$ cat config.mk
export PLATFORM = sky130hd
export DESIGN_NAME = rr_arbiter8_flat
export DESIGN_NICKNAME = d
export VERILOG_FILES = /design/src/rtl/rr_arb_pkg.sv /design/src/rtl/rr_arbiter8_if.sv /design/src/rtl/rr_pick.sv /design/src/rtl/rr_arbiter8.sv /design/src/flat_wrapper.sv
export SDC_FILE = /design/constraint.sdc
export NUM_CORES = 1
export LEC_CHECK = 0
export BUFFER_PORTS_ARGS = -buffer_cell sky130_fd_sc_hd__buf_2
export CAP_MARGIN = 10
export CORE_ASPECT_RATIO = 1.5
export CORE_MARGIN = 3
export CORE_UTILIZATION = 25
export CTS_CLUSTER_DIAMETER = 50
export DETAILED_ROUTE_END_ITERATION = 8
export PLACE_DENSITY = 0.47
export SLEW_MARGIN = 20
export SYNTH_ARGS = -nofsm -noshare
export SYNTH_HDL_FRONTEND = slang
export SYNTH_HIERARCHICAL = 1
export SYNTH_SLANG_ARGS = --single-unit
$ cat constraint.sdc
create_clock -name clk -period 7 [get_ports clk]
set_clock_uncertainty 0.2 [all_clocks]
set_input_delay 1.4 -clock clk [delete_from_list [all_inputs] [get_ports clk]]
set_output_delay 1.4 -clock clk [all_outputs]
set_load 0.01 [all_outputs]
$ cat src/rtl/rr_arb_pkg.sv
// Shared types and helpers for the round-robin arbiter that feeds the 8-to-3 one-hot encoder.
package rr_arb_pkg;
  localparam int N_DEFAULT = 8;

  typedef enum logic {IDLE, GRANT} rr_state_t;

  // Sized for the largest legal requester count (16); callers truncate to their index width.
  function automatic logic [3:0] onehot_to_idx(input logic [15:0] oh);
    logic [3:0] idx;
    idx = '0;
    for (int i = 0; i < 16; i++)
      if (oh[i]) idx |= 4'(i);
    return idx;
  endfunction
endpackage

$ cat src/rtl/rr_arbiter8_if.sv
// Request/grant handshake bundle between requesters, arbiter and encoder.
// Carries the lock input only when RR_ARB_LOCK_EN is defined.
interface rr_arbiter8_if
  import rr_arb_pkg::*;
#(parameter int N = N_DEFAULT);
  logic [N-1:0] req;
  logic [N-1:0] gnt;
  logic         gnt_valid;
  logic         gnt_ready;
`ifdef RR_ARB_LOCK_EN
  logic         lock;
`endif

  modport master (
`ifdef RR_ARB_LOCK_EN
    output lock,
`endif
    output req, gnt_ready,
    input  gnt, gnt_valid
  );

  modport slave (
`ifdef RR_ARB_LOCK_EN
    input  lock,
`endif
    input  req, gnt_ready,
    output gnt, gnt_valid
  );
endinterface

$ cat src/rtl/rr_pick.sv
// Combinational cyclic priority picker: lowest set req bit at or above start, wrapping.
module rr_pick #(
  parameter int N    = 8,
  parameter int IDXW = $clog2(N)
) (
  input  logic [N-1:0]    req,
  input  logic [IDXW-1:0] start,
  output logic [N-1:0]    pick,
  output logic            any
);
  localparam logic [2*N-1:0] ONE = 1;

  logic [N-1:0]   mask;
  logic [2*N-1:0] dbl, iso;

  // Low half holds requests at/above start, high half the full set for the wrapped search;
  // isolating the lowest set bit of the pair yields the cyclic winner.
  always_comb begin
    mask = ~((N'(1) << start) - N'(1));
    dbl  = {req, req & mask};
    iso  = dbl & (~dbl + ONE);
    pick = iso[N-1:0] | iso[2*N-1:N];
    any  = |req;
  end
endmodule

$ cat src/rtl/rr_arbiter8.sv
// Registered round-robin arbiter with valid/ready grant; output is always zero or one-hot.
// Optional RR_ARB_LOCK_EN adds a lock input that re-grants the current owner for bursts.
module rr_arbiter8
  import rr_arb_pkg::*;
#(
  parameter int N = N_DEFAULT,
  localparam int IDXW = $clog2(N)
) (
  input  logic              clk,
  input  logic              rst_n,
  rr_arbiter8_if.slave      bus
);
  rr_state_t       state_q, state_d;
  logic [N-1:0]    gnt_q, gnt_d;
  logic            vld_q;
  logic [IDXW-1:0] ptr_q, ptr_d, gidx, start;
  logic [N-1:0]    pick;
  logic            any, hs, relock;

  assign gidx  = IDXW'(onehot_to_idx(16'(gnt_q)));
  assign hs    = (state_q == GRANT) && bus.gnt_ready;
  assign start = (state_q == IDLE) ? ptr_q : gidx + IDXW'(1);

`ifdef RR_ARB_LOCK_EN
  assign relock = hs && bus.lock && |(bus.req & gnt_q);
`else
  assign relock = 1'b0;
`endif

  rr_pick #(.N(N), .IDXW(IDXW)) u_pick (
    .req   (bus.req),
    .start (start),
    .pick  (pick),
    .any   (any)
  );

  always_comb begin
    state_d = state_q;
    gnt_d   = gnt_q;
    ptr_d   = ptr_q;
    case (state_q)
      IDLE: if (any) begin
        gnt_d   = pick;
        state_d = GRANT;
      end
      GRANT: if (hs && !relock) begin
        ptr_d = gidx + IDXW'(1);
        if (any) gnt_d = pick;
        else begin
          gnt_d   = '0;
          state_d = IDLE;
        end
      end
      default: state_d = IDLE;
    endcase
  end

  always_ff @(posedge clk or negedge rst_n) begin
    if (!rst_n) begin
      state_q <= IDLE;
      gnt_q   <= '0;
      vld_q   <= 1'b0;
      ptr_q   <= '0;
    end else begin
      state_q <= state_d;
      gnt_q   <= gnt_d;
      vld_q   <= (state_d == GRANT);
      ptr_q   <= ptr_d;
    end
  end

  assign bus.gnt       = gnt_q;
  assign bus.gnt_valid = vld_q;

  a_onehot : assert property (@(posedge clk) disable iff (!rst_n) $onehot0(gnt_q));
  a_valid  : assert property (@(posedge clk) disable iff (!rst_n) vld_q == (gnt_q != '0));
  a_stable : assert property (@(posedge clk) disable iff (!rst_n)
                              vld_q && !bus.gnt_ready |=> $stable(gnt_q));
endmodule

$ cat src/flat_wrapper.sv
// flat-port wrapper written by rule: the top's interface ports become plain ports
module rr_arbiter8_flat import rr_arb_pkg::*;
#(
  parameter int N = N_DEFAULT,
  localparam int IDXW = $clog2(N)
)
  (clk, rst_n, bus_req, bus_gnt_ready, bus_gnt, bus_gnt_valid);
  rr_arbiter8_if #(.N(N)) bus_i ();
  input  logic clk;
  input  logic rst_n;
  input wire logic [$bits(bus_i.req)-1:0] bus_req;
  input wire logic [$bits(bus_i.gnt_ready)-1:0] bus_gnt_ready;
  output wire logic [$bits(bus_i.gnt)-1:0] bus_gnt;
  output wire logic [$bits(bus_i.gnt_valid)-1:0] bus_gnt_valid;
  assign bus_i.req = bus_req;
  assign bus_i.gnt_ready = bus_gnt_ready;
  assign bus_gnt = bus_i.gnt;
  assign bus_gnt_valid = bus_i.gnt_valid;
  rr_arbiter8 #(.N(N)) u_core (.clk(clk), .rst_n(rst_n), .bus(bus_i));
endmodule
Yosys cells after proc, flatten, opt, wreduce, memory -nomap -nowiden
Index checks and enable logic that the tools add are counted.

Add/subtract/negate cells: 3. Equal/unequal tests: 2. Shifts and indexed selects: 1. Muxes and demuxes: 15. Bitwise operators: 6. Reduce and logical (&&, ||, !) cells: 4.

Operators by type and width (number): $mux 8 (3); $add 16x1->16 const B (1); $and 16x16->16 (1); $not 16->16 (1); $pmux 8 s2 (1); $mux 3 (5); $and 8x8->8 (1); $not 8->8 (1); $or 8x8->8 (1); $reduce_or 8->1 (1); $shl 1x3->8 const A (1); $sub 8x2->8 const B (1); $mux 2 (2); $reduce_and 2->1 (2); $add 3x1->3 const B (1); $mux 1 (3); $ne 2x1->1 const B (1); $ne 2x2->1 const B (1); $pmux 1 s2 (1); $logic_and 1x1->1 (1); $not 1->1 (1).

Bits in registers: 12. Bits of input ports: 11. Output and inout port bits: 9. Logic and storage cells: 34.

Logic depth before layout (Yosys ltp)
Depth after elaboration: 20. Depth in mapped cells: 11. Mapped depth without buffers: 10.

Modules after synthesis
Netlist, hierarchy kept.

Modules (own cells, without submodules): rr_arbiter8 (instances 1, cells each 46, area an instance 573.0 um2, seq. area each 300.3 um2); rr_pick (instances 1, cells each 49, area an instance 309.0 um2, seq. area each 0.0 um2).

Worst setup path before layout
Ideal clock, no wire load.

Path type: flip-flop to flip-flop. Start point: reg u_core.gnt_q[6] (netlist: u_core/bus.gnt[6]). End point: reg u_core.gnt_q[0] (netlist: u_core/bus.gnt[0]). Setup time: 0.130 ns. Data arrival time: 2.803 ns. Path slack: 3.867 ns. Stages on the path, launching flop included: 12. Path buffers: 1. Clock period less this slack: 3.133 ns. Path through: dfrtp_1 or4_2 ha_1 xnor2_1 mux2_2 buf_6 or3b_1 a31oi_2 or2_4 o21ai_1 a32oi_1 o21ai_0.

Longest elaborated chain between the ends: 15.

Ends and longest elaborated chain: start: declaration (line rr_arbiter8.sv:14) `logic [N-1:0] gnt_q, gnt_d;`; start signal: assignment (line rr_arbiter8.sv:66) `gnt_q <= gnt_d;`; $mux 3 * (2 in series) (line rr_arb_pkg.sv:12) `if (oh[i]) idx |= 4'(i);`; $add 3x1->3 * (line rr_arbiter8.sv:22) `assign start = (state_q == IDLE) ? ptr_q : gidx + IDXW'(1);`; $mux 3 * (line rr_arbiter8.sv:22); net u_core.start[2] (line rr_arbiter8.sv:16) `logic [IDXW-1:0] ptr_q, ptr_d, gidx, start;`; $shl 1x3->8 * (line rr_pick.sv:19) `mask = ~((N'(1) << start) - N'(1));`; $sub 8x2->8 * (line rr_pick.sv:19); $not 8->8 * (line rr_pick.sv:19); $and 8x8->8 * (line rr_pick.sv:20) `dbl = {req, req & mask};`; $not 16->16 (line rr_pick.sv:21) `iso = dbl & (~dbl + ONE);`; $add 16x1->16 (line rr_pick.sv:21); $and 16x16->16 * (line rr_pick.sv:21); $or 8x8->8 * (line rr_pick.sv:22) `pick = iso[N-1:0] | iso[2*N-1:N];`; net u_core.pick[0] (line rr_arbiter8.sv:17) `logic [N-1:0] pick;`; $mux 8 (line rr_arbiter8.sv:48) `if (any) gnt_d = pick;`; $mux 8 (line rr_arbiter8.sv:46) `GRANT: if (hs && !relock) begin`; $pmux 8 s2 * (line rr_arbiter8.sv:41) `case (state_q)`.

The timed path passes the listed nets; every way through them passes the cells marked *. The select of a mux whose other input is x is not followed. A chain may end at the register's enable or synchronous reset.

Final worst setup path
Start point: reg u_core.gnt_q[6] (netlist: u_core/bus.gnt[6]). End point: reg u_core.gnt_q[4] (netlist: u_core/bus.gnt[4]).

The elaborated chain is that of the path after synthesis.

==> flow_summary.json <==
{
  "synth.yosys.seq_area_share_pct": 34.0,
  "cts_htree_levels": 1,
  "antenna_found_initial": 0,
  "avgViaCountPerCell": 5.35,
  "grt_pass1_vias": 822,
  "drt-initial-drc-count": 29,
  "cts.clk_slew.worst_paths_ps": 50,
  "nets": 126,
  "layout_common_cells": "buf_2 (19), dfrtp_1 (12), nor2_1 (7)",
  "routed_wl_um": 2350,
  "wire_per_inst_um": 15.4,
  "tns_ps": 0,
  "post_cts_buffers": 0,
  "grt_max_degree": 13,
  "reg2reg_to": "u_core/bus.gnt[4]",
  "fmax_ghz": 0.299,
  "synth_nets": 107,
  "holdBufCountCts": 0,
  "whs_ps": 304,
  "r2r_start": "u_core/bus.gnt[6]",
  "worst_setup_path_start_kind": "register",
  "drv_slew": 0,
  "io_pins": 20,
  "leakage_nw": 0.475,
  "finalCritPeriodShare_pct": 47.7,
  "antenna_left": 0,
  "cts_tree": "yes",
  "initial_core_util_pct": 27.1,
  "areaGrowthSynthToFinish_pct": 17.2,
  "cts-root-buf": "clkbuf_8",
  "period_minus_slack_ps": 3340,
  "vias": 813,
  "place.gp.congestion": 0.847,
  "core_mm2": 0.00325,
  "worstPathArrival_ps": 3300,
  "grtUsageTotal_pct": 12.1,
  "hpwl_um": 1820,
  "crit_type": "reg2reg",
  "grt_pass1_wl_um": 3680,
  "ctsLongestPathBuffers": 2,
  "ir_drop_v": 0.000269,
  "io_buffers": 19,
  "ys_ff_latch": 12,
  "timing.max_cap.violations": 0,
  "dp.cells": 149,
  "cts.sink_count": 12,
  "final_common_cell": "buf_2",
  "hold_start": "u_core/ptr_q[0]",
  "hold_violations": 0,
  "pre_cts_ws_ps": 3600,
  "required_ps": 6960,
  "die_h_um": 78.8,
  "numCtsBuffers": 3,
  "dr.pass1.iters": 4,
  "p_per_area_mw_per_mm2": 634,
  "drive_gt1_share_pct": 30.4,
  "cp-end-kind": "register",
  "reg2reg_depth": 10,
  "hp-class": "reg2reg",
  "die_w_um": 54.5,
  "synth_area_um2": 882,
  "rsz0062_at_grt": "false",
  "final_cells": 152,
  "setup_slack_ps": 3660,
  "rows": 25,
  "yosysWarningCount": 6,
  "avgSynthCellArea_um2": 9.29,
  "antennaDiodeCount": 0,
  "clk_latency_ps": 240,
  "ys_types": 41,
  "tightest_slew_ps": 564,
  "maxSlewHeadroom_pct": 61.3,
  "critPathLaunch": "u_core/bus.gnt[6]",
  "regToRegSetupSlack_ps": 3660,
  "ctsResizeCount": 0,
  "setup_violations": 0,
  "hold_depth": 2,
  "fin_util_pct": 31.8,
  "drc": 0,
  "status": "finished, final reports clean",
  "die_area_mm2": 0.00429,
  "gr-total-overflow": 0,
  "synthCells": 95,
  "crit_fanout": 10,
  "holdPathEnd": "u_core/ptr_q[0]"
}
where the power goes:
| part | internal (W) | switching, W | total, W |
|---|---|---|---|
| clock | 0.0000380 | 0.0000254 | 0.0000633 |
| combinational | 0.000206 | 0.000262 | 0.000469 |
| sequential | 0.0000983 | 0.0000246 | 0.000123 |
state kept, by name, indices dropped and copies added (netlist names):
signal / flops
u_core/bus.gnt: 8
u_core/ptr_q: 3
u_core/bus.gnt_valid: 1
through the flow:
step                cell area (um^2)  power (W)
floorplan                        882   0.000515
global placement                 992   0.000578
detailed placement               992   0.000584
CTS                             1030   0.000650
global route                    1030   0.000708
finish                          1030   0.000655
area by class of cell:
class / instances / area, um^2
fill: 349 / 2220
multi-input combinational: 76 / 539
tap: 40 / 50.0
sequential: 12 / 300
clock buffer: 3 / 41.3
timing repair buffer: 19 / 95.1
inverter: 2 / 7.51
logic make-up after synthesis:
logic type	count (synthesis)	synth area share, %
AO/OA/AOI/OAI	29	23.8
XOR/XNOR	1	0.993
adder cells (fa/ha/maj)	1	1.42
buffers and inverters	7	4.82
flip-flops	12	34.0
multiplexers	7	8.51
AND/OR/NAND/NOR	38	26.4
Yosys cell counts (all sizes together):
| master | instances | area [um^2] |
|---|---|---|
| a21boi | 1 | 7.51 |
| a21oi | 2 | 10.0 |
| a22o | 6 | 53.8 |
| a31oi | 3 | 25.0 |
| a32oi | 2 | 17.5 |
| and2 | 1 | 6.26 |
| and3 | 1 | 6.26 |
| buf | 4 | 31.3 |
| clkbuf | 1 | 3.75 |
| dfrtp | 12 | 300 |
| ha | 1 | 12.5 |
| inv | 2 | 7.51 |
| mux2 | 4 | 45.0 |
| mux2i | 3 | 30.0 |
| nand2 | 6 | 22.5 |
| nand2b | 4 | 25.0 |
| nand3 | 3 | 15.0 |
| nand3b | 2 | 15.0 |
| nand4b | 2 | 17.5 |
| nor2 | 7 | 26.3 |
| nor2b | 4 | 25.0 |
| nor3 | 1 | 10.0 |
| nor3b | 1 | 7.51 |
| nor4 | 1 | 12.5 |
| o2111a | 1 | 11.3 |
| o211a | 1 | 10.0 |
| o21ai | 10 | 53.8 |
| o21bai | 2 | 15.0 |
| o22ai | 1 | 6.26 |
| or2 | 1 | 8.76 |
| or3 | 1 | 6.26 |
| or3b | 1 | 8.76 |
| or4 | 2 | 20.0 |
| xnor2 | 1 | 8.76 |
critical path, stage by stage (launching register included):
cell	delay (ps)
dfrtp_1	420
or4_2	690
ha_1	230
xnor2_1	200
mux2_2	290
a21boi_0	140
o21ai_2	280
a31oi_1	150
nor3b_1	400
mux2i_1	120
o21ai_0	150
worst max-delay path by stage:
stage / end / cells past startpoint / slack (ps)
after floorplan: u_core/bus.gnt[0] / 11 / 3870
after global placement: u_core/bus.gnt[6] / 6 / 3600
after detailed placement: u_core/bus.gnt[6] / 6 / 3600
after CTS: u_core/bus.gnt[4] / 10 / 3740
after global routing: u_core/bus.gnt[4] / 10 / 3510
final: u_core/bus.gnt[4] / 10 / 3660
routing by layer:
layer	wire (um)	up-vias	global-route usage (%)
li1	-	390	-
met1	1000	393	12.6
met2	1210	26	20.4
met3	87	4	2.44
met4	49	0	8.73
met5	0	-	0
No activity file was read; power rests on OpenSTA's default activity.
